$ cat src/rtl/bcd_codes_pkg.sv
// Shared BCD / 2421 (Aiken) code definitions.
// The encoder uses these now; the 2421->BCD decoder will use them later.
package bcd_codes_pkg;
   typedef logic [3:0] bcd_t;
   typedef logic [3:0] code2421_t;

   localparam bcd_t BCD_MAX = 4'd9;

   // 2421 weights are 2,4,2,1 (wxyz). Entries 5..9 are the bitwise complements of 4..0.
   localparam code2421_t CODE_TABLE [10] = '{
      4'b0000, 4'b0001, 4'b0010, 4'b0011, 4'b0100,
      4'b1011, 4'b1100, 4'b1101, 4'b1110, 4'b1111
   };

   function automatic logic is_bcd(input bcd_t d);
      return (d <= BCD_MAX);
   endfunction
endpackage

$ cat src/rtl/bcd_to_2421_if.sv
// Digit-in / code-out bundle for the BCD -> 2421 encoder.
// valid-only handshake: the source drives data with in_valid high for one clock per digit;
// there is no ready, so the sink must accept every out_valid pulse as it appears.
interface bcd_to_2421_if;
   import bcd_codes_pkg::*;

   bcd_t data;
   logic in_valid;
   logic w;
   logic x;
   logic y;
   logic z;
   logic out_valid;
   logic err;

   modport master (
      output data, in_valid,
      input  w, x, y, z, out_valid, err
   );

   modport slave (
      input  data, in_valid,
      output w, x, y, z, out_valid, err
   );
endinterface

$ cat src/rtl/bcd2421_lut.sv
// Combinational BCD digit -> 2421 code lookup.
// Non-BCD digits give code 0000 with invalid raised.
module bcd2421_lut
   import bcd_codes_pkg::*;
(
   input  bcd_t      data,
   output code2421_t code,
   output logic      invalid
);

   always_comb begin
      invalid = 1'b0;
      code    = '0;
      if (is_bcd(data)) begin
         code = CODE_TABLE[data];
      end else begin
         invalid = 1'b1;
      end
   end

endmodule

$ cat src/rtl/bcd_to_2421.sv
// Registered BCD -> 2421 encoder: one digit per clock, one clock of latency.
// Input is qualified by in_valid; the code register holds between valid digits.
module bcd_to_2421
   import bcd_codes_pkg::*;
(
   input logic           clk,
   input logic           rst_n,
   bcd_to_2421_if.slave  bus
);

   code2421_t lut_code;
   logic      lut_invalid;
   code2421_t code_q;
   logic      valid_q;
   logic      err_q;

   bcd2421_lut u_lut (
      .data    (bus.data),
      .code    (lut_code),
      .invalid (lut_invalid)
   );

   // data is only looked at when in_valid is high, so an X on an idle bus never reaches the registers.
   always_ff @(posedge clk or negedge rst_n) begin
      if (!rst_n) begin
         code_q  <= '0;
         valid_q <= 1'b0;
         err_q   <= 1'b0;
      end else if (bus.in_valid) begin
         code_q  <= lut_code;
         valid_q <= 1'b1;
         err_q   <= lut_invalid;
      end else begin
         valid_q <= 1'b0;
         err_q   <= 1'b0;
      end
   end

   assign bus.w         = code_q[3];
   assign bus.x         = code_q[2];
   assign bus.y         = code_q[1];
   assign bus.z         = code_q[0];
   assign bus.out_valid = valid_q;
   assign bus.err       = err_q;

endmodule

$ cat src/flat_wrapper.sv
// flat-port wrapper written by rule: the top's interface ports become plain ports
module bcd_to_2421_flat import bcd_codes_pkg::*;
  (clk, rst_n, bus_data, bus_in_valid, bus_w, bus_x, bus_y, bus_z, bus_out_valid, bus_err);
  bcd_to_2421_if bus_i ();
  input logic clk;
  input logic rst_n;
  input wire logic [$bits(bus_i.data)-1:0] bus_data;
  input wire logic [$bits(bus_i.in_valid)-1:0] bus_in_valid;
  output wire logic [$bits(bus_i.w)-1:0] bus_w;
  output wire logic [$bits(bus_i.x)-1:0] bus_x;
  output wire logic [$bits(bus_i.y)-1:0] bus_y;
  output wire logic [$bits(bus_i.z)-1:0] bus_z;
  output wire logic [$bits(bus_i.out_valid)-1:0] bus_out_valid;
  output wire logic [$bits(bus_i.err)-1:0] bus_err;
  assign bus_i.data = bus_data;
  assign bus_i.in_valid = bus_in_valid;
  assign bus_w = bus_i.w;
  assign bus_x = bus_i.x;
  assign bus_y = bus_i.y;
  assign bus_z = bus_i.z;
  assign bus_out_valid = bus_i.out_valid;
  assign bus_err = bus_i.err;
  bcd_to_2421 u_core (.clk(clk), .rst_n(rst_n), .bus(bus_i));
endmodule
$ cat config.mk
export PLATFORM = sky130hd
export DESIGN_NAME = bcd_to_2421_flat
export DESIGN_NICKNAME = d
export VERILOG_FILES = /design/src/rtl/bcd_codes_pkg.sv /design/src/rtl/bcd_to_2421_if.sv /design/src/rtl/bcd2421_lut.sv /design/src/rtl/bcd_to_2421.sv /design/src/flat_wrapper.sv
export SDC_FILE = /design/constraint.sdc
export NUM_CORES = 1
export LEC_CHECK = 0
export BUFFER_PORTS_ARGS = -buffer_cell sky130_fd_sc_hd__buf_4
export CORE_AREA = 2 2 39 41
export CTS_CLUSTER_DIAMETER = 150
export DETAILED_ROUTE_END_ITERATION = 7
export DIE_AREA = 0 0 41 43
export GPL_TIMING_DRIVEN = 1
export PLACE_DENSITY = 0.4
export SYNTH_ARGS = -nofsm -noshare
export SYNTH_HDL_FRONTEND = slang
export SYNTH_HIERARCHICAL = 1
export SYNTH_SLANG_ARGS = --single-unit
$ cat constraint.sdc
create_clock -name clk -period 1 [get_ports clk]
set_clock_uncertainty 0.1 [all_clocks]
set_input_delay 0 -clock clk [delete_from_list [all_inputs] [get_ports clk]]
set_output_delay 0 -clock clk [all_outputs]
set_load 0.05 [all_outputs]
---- Yosys cells after proc, flatten, opt, wreduce, memory -nomap -nowiden ----
Memory sizes are Yosys's and may differ from the RTL's.
Index checks and enable logic that the tools add are counted.
word-level totals
  register bits ........................... 6
  bits in latches ......................... 0
  bits in writable memories ............... 0
  bits in read-only memories .............. 64
  input bits .............................. 7
  output and inout port bits .............. 6
  logic and storage cells ................. 13
  memories kept ........................... 1
memory list
  memory            depth  width  rd ports  clocked after Yosys merged registers in  write ports  RTL line           RTL
  (name not given)  16     4      1         0                                        0            bcd2421_lut.sv:15  code = CODE_TABLE[data];
cells by class
  add/subtract/negate cells ............... 0
  multipliers ............................. 0
  divide/modulo/power cells ............... 0
  magnitude comparators ................... 2
  equal/unequal tests ..................... 0
  shift-type cells ........................ 0
  muxes and demuxes ....................... 6
  bitwise operators ....................... 1
  reductions and logical operators ........ 0
operators by type and width
  cell                                         count
  4-bit two-way mux                            3
  5-bit >= comparator (second input constant)  1
  4-bit NOT with 5-bit output                  1
  4-bit <= comparator (second input constant)  1
  1-bit two-way mux                            3

---- Longest topological paths before layout ----
Gate-level depths: netlist (run 1).
  depth in word-level cells ............... 5
  gate-level depth with buffers ........... 3
  depth with buffers taken out ............ 3

---- Modules after synthesis ----
Netlist (run 1), hierarchy kept.
modules (own cells, without submodules)
  module       times used  cells each  area an instance (um^2)  sequential area each (um^2)
  bcd_to_2421  1           11          202.7                    150.1
  bcd2421_lut  1           11          73.8                     0.0

---- Worst setup path before layout (run 1) ----
No wires, ideal clock.
  path type ............................... flip-flop to flip-flop
  from .................................... reg u_core/code_q[0] (netlist name)
  to ...................................... reg u_core.code_q[0]
  setup time .............................. 0.125 ns
  data arrival time ....................... 0.863 ns
  data required time ...................... 0.775 ns
  slack ................................... -0.088 ns
  stages on the path, launching flop included .. 2
  path buffers ............................ 0
  clock period less this slack ............ 1.088 ns
  path through ............................ dfrtp_1 > mux2_2
RTL lines
  what                  RTL line           RTL
  to (signal assigned)  bcd_to_2421.sv:30  code_q <= lut_code;
  to (decl)             bcd_to_2421.sv:13  code2421_t code_q;

---- Worst setup path after layout (run 1) ----
  from .................................... in bus_in_valid
  to ...................................... reg u_core.code_q[2]
RTL lines
  what         RTL line           RTL
  from (decl)  flat_wrapper.sv:8  input wire logic [$bits(bus_i.in_valid)-1:0] bus_in_valid;
No word-level cell between the ends.

==> results of run 1 <==
==> power by group through the flow <==
| stage | logic, mW | registers (mW) | clock network, mW |
|---|---|---|---|
| 2_1_floorplan | 0.0376 | 0.365 | 0 |
| 3_3_place_gp | 0.195 | 0.282 | 0 |
| 3_5_place_dp | 0.195 | 0.284 | 0 |
| 4_1_cts | 0.205 | 0.280 | 0.252 |
| 5_1_grt | 0.215 | 0.282 | 0.282 |
| 6_report | 0.203 | 0.280 | 0.235 |
==> flip-flops by register name (all words and copies together), names as in the netlist <==
name	flops
u_core/code_q	4
u_core/bus.err	1
u_core/bus.out_valid	1
==> area by class of cell <==
cell class / instances / area [sq um] / area share, %
Sequential cell: 6 / 155.1 / 34.64
Multi-Input combinational cell: 16 / 126.4 / 28.21
Timing Repair Buffer: 15 / 120.1 / 26.82
Clock buffer: 4 / 26.28 / 5.866
Tap cell: 16 / 20.02 / 4.469
==> critical path: stages <==
cell and delay, ns:
dlygate4sd3_1 0.52, buf_4 0.14, mux2_2 0.33
==> path summary, 6_finish.rpt <==
| kind | start | endpoint | slack (ns) | depth (start not counted) |
|---|---|---|---|---|
| min reg2reg | u_core/code_q[0]$_DFFE_PN0P_ | u_core/code_q[0]$_DFFE_PN0P_ | 0.41 | 1 |
| min in group asynchronous | rst_n | u_core/code_q[0]$_DFFE_PN0P_ | 0.54 | 3 |
| max reg2reg | u_core/code_q[3]$_DFFE_PN0P_ | u_core/code_q[3]$_DFFE_PN0P_ | 0.13 | 1 |
| max | bus_in_valid | u_core/code_q[2]$_DFFE_PN0P_ | 0.02 | 3 |
| max in group asynchronous | rst_n | u_core/code_q[1]$_DFFE_PN0P_ | 0.13 | 3 |
| min | bus_data[3] | u_core/bus.err$_DFF_PN0_ | 0.06 | 3 |
==> stage by stage <==
step | setup WS, ns | setup TNS (ns) | utilization (%)
2_1_floorplan | -0.002217 | -0.008868 | -
3_3_place_gp | 0.03290 | 0 | 28.30
3_5_place_dp | 0.03953 | 0 | 28.30
4_1_cts | 0.02929 | 0 | 32.37
5_1_grt | 0.02581 | 0 | 32.37
6_report | 0.02478 | 0 | 32.37
==> Yosys cell counts <==
| library cell | n | area share (%) |
|---|---|---|
| or3b_1 | 2 | 6.3 |
| o21a_1 | 1 | 2.7 |
| o21ai_0 | 1 | 1.8 |
| nor2b_1 | 2 | 4.5 |
| nand2b_1 | 1 | 2.3 |
| o21ai_1 | 1 | 1.8 |
| dfrtp_1 | 6 | 54 |
| mux2_2 | 4 | 16 |
| and2_2 | 1 | 2.7 |
| nand4bb_1 | 1 | 4.1 |
| nor2_1 | 1 | 1.4 |
| nand3_1 | 1 | 1.8 |
==> per-layer routing <==
metal	vias to the layer above	part of all wire, %
met5	-	0
met4	0	0
met3	0	7.1
met2	8	52
met1	114	40
li1	116	-
==> what timing repair did <==
item                                   4_1_cts  5_1_grt
setup endpoints to repair                    0        0
hold buffers                                 3        0
endpoints found under the hold margin       12        0
==> cell families (layout without fill, tap and decap cells) <==
family | after synthesis | count (layout) | synth area share (%)
mux | 4 | 4 | 16.29
compound gates | 3 | 3 | 6.332
flops | 6 | 6 | 54.30
buf+inv | 0 | 19 | 0
simple gates | 9 | 9 | 23.08
==> flow_summary.toml, run 1 <==
[status]
run_status = "completed"

[clock_network]
numCtsBuffers = 3
insertion_delay_ns = 0.24
cts.path.max_buffers = 2
max_h_tree_level = 1
cts.repair.resized = 0
clk_pin_slew_ns = 0.05
post-cts-setup-buffers = 0
clockRootBuffer = "clkbuf_4"
clock_tree_from_tritoncts = "yes"
clock_sink_count = 6

[global_route]
grt_first_pass_wirelength_um = 910
antenna_found_initial = 0
gr-usage-all-layers_pct = 8.569
globalRouteMet2Util_pct = 12.50
grt_remaining_overflow = 0
global_route.usage.met3_pct = 9.424
first_global_vias = 230
grt_start_max_net_pins = 7
global_route.peak_usage_layer = "met2"
globalRouteMet1Util_pct = 7.818

[drt]
drt_wl_total_um = 579
detail_route.drc_violations = 0
avgViaCountPerCell = 4.175
drt.antenna.violating_nets = 0
route.vias.total = 238
drt-pass1-iter-count = 1
routedWlPerCell_um = 10.16
drt_first_iter_violations = 0

[placed_design]
place_area_sq_um = 391.6
gpl.final_weighted_congestion = 0.6972
dp_cells = 50
port_buffers = 12

[logic_synthesis]
synth_seq_area_share_pct = 54.30
syn_nets = 29
postSynthRegisterBits = 6
synthesis.area_sq_um = 276.5
synthDistinctLibCells = 12
synth_warnings = 6
syn_area_per_cell_sq_um = 12.57
synthCells = 22

[die]
top_level_ports = 13
dieWidth_um = 41
die_area_sq_um = 1763
placement_rows = 14
starting_density_of_the_core_pct = 19.98
die_height_um = 43
design.core.area_sq_um = 1384

[cells_and_area]
layout.cells.non_filler = 57
areaGrowthSynthToFinish_pct = 61.99
final_design_area_no_fill_sq_um = 447.9
layout.cells.most_common = "buf_4"
num-fill-cells = 146
leading_cell_types_in_the_layout_fill_and_taps_excluded = "buf_4, mux2_2, dfrtp_2"
post_route_cells_drive_above_1_share_pct = 58.54
num_antenna_cells = 0
final_net_count = 49

[setup_path]
worst_ep_arrival_time_ns = 1.00
worst-endpoint-required_ns = 1.02
critPathCaptureType = "flip-flop"
timing.setup.critical_path_class = "in2reg"
worstSetupStartpointType = "input port"
path_max_fanout = 6

[power_and_ir_drop]
total_power_uw = 717.6
switching_share_pct = 30.13
vdd_ir_drop_max_mv = 0.8931
clkPwrFrac_pct = 32.7
powerDensity_nw_per_um2 = 1602
power_frac_seq_pct = 39.0
switching_power_uw = 216.2
lkg_pwr_nw = 0.2062
p_comb_share_pct = 28.3
cellInternalPower_uw = 501.3

[sta]
final_min_period_over_clock_period_pct = 97.52
holdWs_ns = 0.05938
min_period_ns = 0.9752
worst_pin_slew_ns = 0.1229
maxSlewViolCount = 0
slew-limit-headroom_pct = 91.72
max_freq_mhz = 1025
setup_violations = 0
finalHoldViolations = 0
rsz0062_at_grt = "false"

[min_path]
holdCritPathClass = "in2reg"

[flow_run]
max-cap-violations = 0
Power figures use the tool's default switching activity.
==> run 2, diff against run 1 <==
--- a/config.mk
+++ b/config.mk
@@ -6,12 +6,14 @@
 export NUM_CORES = 1
 export LEC_CHECK = 0
 export BUFFER_PORTS_ARGS = -buffer_cell sky130_fd_sc_hd__buf_4
+export CELL_PAD_IN_SITES_DETAIL_PLACEMENT = 0
+export CELL_PAD_IN_SITES_GLOBAL_PLACEMENT = 2
 export CORE_AREA = 2 2 39 41
 export CTS_CLUSTER_DIAMETER = 150
 export DETAILED_ROUTE_END_ITERATION = 7
 export DIE_AREA = 0 0 41 43
 export GPL_TIMING_DRIVEN = 1
-export PLACE_DENSITY = 0.4
+export PLACE_DENSITY_LB_ADDON = 0.1
 export SYNTH_ARGS = -nofsm -noshare
 export SYNTH_HDL_FRONTEND = slang
 export SYNTH_HIERARCHICAL = 1
==> run 2 against run 1 <==
  * Via count decreased by 4.2%
  * Count of clock-buffer cells in the layout decreased by 1
  * Largest cell class unchanged
  * Clock power decreased by 8.5%
  * Register-to-register slack about the same
==> flow_summary.toml, run 2 (synthesized netlist as in run 1, its figures left out) <==
[cells_and_area]
layout.cells.most_common = "buf_4"
final_net_count = 48
multi_input_comb_area_sq_um = 126.4
post_route_cells_drive_above_1_share_pct = 61.54
num_antenna_cells = 0
leading_cell_types_in_the_layout_fill_and_taps_excluded = "buf_4, mux2_2, dfrtp_2"
final_design_area_no_fill_sq_um = 434.2
num-fill-cells = 159
number_of_flip_flops_under_the_largest_register_name = 4
regMostFlops = "u_core/code_q"
regArea_sq_um = 155.1
areaGrowthSynthToFinish_pct = 57.01

[sta]
max_freq_mhz = 1025
maxSlewViolCount = 0
worst_pin_slew_ns = 0.1530
finalHoldViolations = 0
min_period_ns = 0.9759
slew-limit-headroom_pct = 89.69
setup_tns_ns = 0
setup_violations = 0
rsz0062_at_grt = "false"
final_min_period_over_clock_period_pct = 97.59

[setup_path]
critPathMaxStageDelay_ns = 0.52
timing.setup.critical_path_class = "in2reg"
max_stage_delay_cell_worst_path = "dlygate4sd3_1"
critPathCaptureType = "flip-flop"
worstSetupStartpointType = "input port"
reg2reg_from = "u_core/code_q[3]$_DFFE_PN0P_"
cpLargestDelayFamily = "buffers and inverters"
worst-endpoint-required_ns = 1.02
worst_ep_arrival_time_ns = 0.99
crit_path_cell_trace = "dlygate4sd3_1 > buf_4 > mux2_2"
path_max_fanout = 6
reg2regPathDepth = 1
crit-reg2reg-capture = "u_core/code_q[3]$_DFFE_PN0P_"
ff2ff_setup_slack_ns = 0.14
timing.critical_path.buf_inv = 2

[status]
run_status = "completed"

[drt]
drt_wl_total_um = 591
drt_first_iter_violations = 0
routedWlPerCell_um = 10.75
detail_route.drc_violations = 0
drt-pass1-iter-count = 1
drt.antenna.violating_nets = 0
avgViaCountPerCell = 4.145
route.vias.total = 228

[global_route]
antenna_found_initial = 0
first_global_vias = 240
grt_first_pass_wirelength_um = 1021
grt_start_max_net_pins = 7
gr-usage-all-layers_pct = 9.017
grt_remaining_overflow = 0

[min_path]
holdCritPathClass = "in2async"

[clock_network]
max_h_tree_level = 1
post-cts-setup-buffers = 0
insertion_delay_ns = 0.24
clock_sink_count = 6
clockRootBuffer = "clkbuf_4"
cts.path.max_buffers = 2
numCtsBuffers = 3
clk_pin_slew_ns = 0.04
clock_tree_from_tritoncts = "yes"

[die]
design.core.area_sq_um = 1384
dieWidth_um = 41
die_area_sq_um = 1763
die_height_um = 43
top_level_ports = 13
starting_density_of_the_core_pct = 19.98
placement_rows = 14

[power_and_ir_drop]
lkg_pwr_nw = 0.2008
vdd_ir_drop_max_mv = 0.6079
powerDensity_nw_per_um2 = 1601

[placed_design]
gpl.final_weighted_congestion = 0.5788
place_area_sq_um = 391.6
port_buffers = 12
hpwl_um = 490.8

[flow_run]
max-cap-violations = 0
## run 2: per-layer routing
| metal | vias up | global-route usage (%) | routed length, um |
|---|---|---|---|
| li1 | 116 | - | - |
| met1 | 105 | 9.603 | 241 |
| met2 | 7 | 13.13 | 303 |
| met3 | 0 | 4.712 | 46 |
| met4 | 0 | 6.000 | 0 |
| met5 | - | 0 | 0 |
## run 2: report_power, final
part	total, mW	switching (mW)	internal (mW)	leakage, nW
Clock	0.215	0.0800	0.135	0.0138
Combinational	0.201	0.122	0.0784	0.117
Sequential	0.279	0.00990	0.270	0.0705
Total	0.695	0.212	0.483	0.201
## run 2: how the worst max path moves through the flow
stage          depth (start not counted)                         start  slack, ns                           end
2_1_floorplan                          1  u_core/code_q[0]$_DFFE_PN0P_     -0.002  u_core/code_q[0]$_DFFE_PN0P_
3_3_place_gp                           4                   bus_data[1]       0.03  u_core/code_q[3]$_DFFE_PN0P_
3_5_place_dp                           4                   bus_data[1]       0.01  u_core/code_q[3]$_DFFE_PN0P_
4_1_cts                                3                  bus_in_valid       0.03  u_core/code_q[1]$_DFFE_PN0P_
5_1_grt                                3                  bus_in_valid      0.005  u_core/code_q[0]$_DFFE_PN0P_
6_report                               3                  bus_in_valid       0.02  u_core/code_q[1]$_DFFE_PN0P_
## run 2: area by class of cell
class	count	share of cell area, %
Clock buffer	3	5.187
Timing Repair Buffer	14	25.36
Tap cell	16	4.611
Sequential cell	6	35.73
Multi-Input combinational cell	16	29.11
## run 2: repair_timing
item | 4_1_cts | 5_1_grt
endpoints found under the hold margin | 12 | 0
gates resized for setup | 0 | 0
hold buffers | 2 | 0
## run 2: stage by stage
stage / cells / hold WS [ns] / utilization (%) / power (mW) / setup slack (ns)
final: 55 / 0.009863 / 31.37 / 0.6953 / 0.02412
after global routing: 55 / 0.02093 / 31.37 / 0.7401 / 0.004649
after CTS: 55 / 0.004536 / 31.37 / 0.7160 / 0.03236
after detailed placement: 50 / -0.2882 / 28.30 / 0.4809 / 0.01144
after global placement: 50 / -0.2906 / 28.30 / 0.4785 / 0.02719
after floorplan: 22 / -0.3956 / - / 0.4030 / -0.002217
==> run 3, diff against run 2 <==
--- a/config.mk
+++ b/config.mk
@@ -16,5 +16,4 @@
 export PLACE_DENSITY_LB_ADDON = 0.1
 export SYNTH_ARGS = -nofsm -noshare
 export SYNTH_HDL_FRONTEND = slang
-export SYNTH_HIERARCHICAL = 1
 export SYNTH_SLANG_ARGS = --single-unit
==> run 3 against run 2 <==
  * The flow now finishes with violations (negative hold slack)
  * Cell count grew 24%
  * Fmax grew 3.4%
  * Setup slack gained 0.032 ns
  * Via count grew 25%
  * First-iteration DRC count grew 2
  * Wire length grew 11%
  * Register-to-register slack gained 0.06 ns
  * Critical endpoint is now u_core.code_q[2]$_DFFE_PN0P_
  * Highest routed layer is now met4
==> flow_summary.toml, run 3 <==
[status]
run_status = "finished, violations left"
violations = "negative hold slack"

[die]
starting_density_of_the_core_pct = 19.26
die_height_um = 43
dieWidth_um = 41
top_level_ports = 13
die_area_sq_um = 1763
placement_rows = 14
design.core.area_sq_um = 1384

[drt]
route.vias.total = 286
drt_first_iter_violations = 2
drt_wl_total_um = 656
avgViaCountPerCell = 4.206
drt-pass1-iter-count = 4
routedWlPerCell_um = 9.647
detail_route.drc_violations = 0
drt.antenna.violating_nets = 0

[cells_and_area]
final_design_area_no_fill_sq_um = 488.0
leading_cell_types_in_the_layout_fill_and_taps_excluded = "buf_4, dlygate4sd3_1, dfrtp_1"
final_net_count = 60
post_route_cells_drive_above_1_share_pct = 38.46
layout.cells.most_common = "buf_4"
number_of_flip_flops_under_the_largest_register_name = 4
regMostFlops = "u_core.code_q"
areaGrowthSynthToFinish_pct = 83.10
finish.utilization_pct = 35.26
num_antenna_cells = 0
layout.cells.non_filler = 68

[global_route]
first_global_vias = 285
globalRouteMet2Util_pct = 12.50
grt_first_pass_wirelength_um = 1048
global_route.peak_usage_layer = "met4"
globalRouteMet1Util_pct = 10.13
global_route.usage.met3_pct = 2.094
antenna_found_initial = 0
grt_start_max_net_pins = 11
grt_remaining_overflow = 0
gr-usage-all-layers_pct = 9.687

[sta]
setup_ws_ns = 0.05639
setup_violations = 0
rsz0062_at_grt = "false"
maxSlewViolCount = 0
final_min_period_over_clock_period_pct = 94.36
finalHoldViolations = 1
holdWs_ns = -0.008615
worst_pin_slew_ns = 0.1836
setup_tns_ns = 0
slew-limit-headroom_pct = 87.63
max_freq_mhz = 1060
min_period_ns = 0.9436

[logic_synthesis]
synth_flop_cell = "dfrtp_1"
postSynthRegisterBits = 6
synthCells = 29
async_reset_ff_share_pct = 100.0
synth_seq_area_share_pct = 56.34
syn_area_per_cell_sq_um = 9.190
synth_warnings = 0
synth.most_common_cell = "dfrtp_1"
synthDistinctLibCells = 12
synth_largest_type_area_fraction_pct = 56.34
synth_top_area_cell = "dfrtp_1"
syn_nets = 36
synthesis.area_sq_um = 266.5
commonest_cells_post_synth = "dfrtp_1, o21ai_0, nor2_1, inv_1"
largest_cells_by_area_after_synthesis = "dfrtp_1, o21ai_0, and2b_2"
synth-edff-count = 0

[setup_path]
reg2regPathDepth = 2
worst-endpoint-required_ns = 1.02
path_max_fanout = 7
worstSetupStartpointType = "input port"
max_stage_delay_cell_worst_path = "dlygate4sd3_1"
timing.setup.critical_path_class = "in2reg"
critPathMaxStageDelay_ns = 0.55
critPathCaptureType = "flip-flop"
crit_path_cell_trace = "dlygate4sd3_1 > buf_6 > buf_4 > nor2_1 > a31oi_1"
worst_ep_arrival_time_ns = 0.97

[placed_design]
dp_cells = 56
place_area_sq_um = 372.9
port_buffers = 12
gpl.final_weighted_congestion = 0.6644
place_worst_setup_slack_ns = 0.1555

[min_path]
holdCritPathClass = "in2reg"
worst_hold_path.num_cells = 4

[clock_network]
clock_sink_count = 6
insertion_delay_ns = 0.24
cts.path.max_buffers = 2
max_h_tree_level = 1
clock_tree_from_tritoncts = "yes"
clk_pin_slew_ns = 0.05
clockRootBuffer = "clkbuf_4"
numCtsBuffers = 3

[power_and_ir_drop]
powerDensity_nw_per_um2 = 1483
vdd_ir_drop_max_mv = 0.3898
total_power_uw = 723.8
lkg_pwr_nw = 0.2342

[flow_run]
max-cap-violations = 0
==> run 3: cell count changes after synthesis, sizes merged, moves of 3 or more <==
cell,previous run,this run
inv,0,3
o21ai,2,5
nor2,1,4
mux2,4,0
==> run 3: metal layers <==
layer  wire (um)  vias to the layer above
met4          19                        0
met3          64                        2
met2         312                       13
li1            -                      142
met5           0                        -
met1         260                      129
==> run 3: kinds of logic after synthesis <==
logic type	count (synthesis)	synth area share [%]
buf+inv	4	6.101
simple gates	10	18.78
compound gates	9	18.78
flops	6	56.34
==> run 3: what timing repair did <==
action                                  4_1_cts  5_1_grt
hold buffers                                  8        0
resized for setup                             0        4
endpoints found under the hold margin        12        0
buffers inserted                              0        1
endpoints found under the setup margin        0        1
==> run 3: power by group <==
part           switching, mW  internal (mW)  total [mW]
sequential            0.0111          0.266       0.277
combinational          0.126         0.0829       0.208
clock                 0.0875          0.151       0.239
total                  0.224          0.500       0.724
==> run 3: path summary, 6_finish.rpt <==
check                                                   from                            to  slack, ns
min in group asynchronous                              rst_n  u_core.code_q[3]$_DFFE_PN0P_       0.53
worst min-delay path                             bus_data[3]  u_core.code_q[1]$_DFFE_PN0P_     -0.009
max in group asynchronous                              rst_n  u_core.code_q[1]$_DFFE_PN0P_       0.15
worst max register to register  u_core.code_q[1]$_DFFE_PN0P_  u_core.code_q[1]$_DFFE_PN0P_       0.20
worst min register to register  u_core.code_q[0]$_DFFE_PN0P_  u_core.code_q[0]$_DFFE_PN0P_       0.42
worst max-delay path                            bus_in_valid  u_core.code_q[2]$_DFFE_PN0P_       0.06
==> run 3: worst max-delay path, delay by kind of cell <==
family / cells / cell delay, ns
AO/OA/AOI/OAI: 1 / 0.05
AND/OR/NAND/NOR: 1 / 0.10
buffers and inverters: 3 / 0.83
==> run 3: cell type report <==
cell class | count | area (sq um)
clock buffer | 4 | 26.28
tap | 16 | 20.02
inverter | 3 | 11.26
multi-input combinational | 19 | 105.1
fill | 159 | 895.9
timing repair buffer | 20 | 173.9
sequential | 6 | 151.4
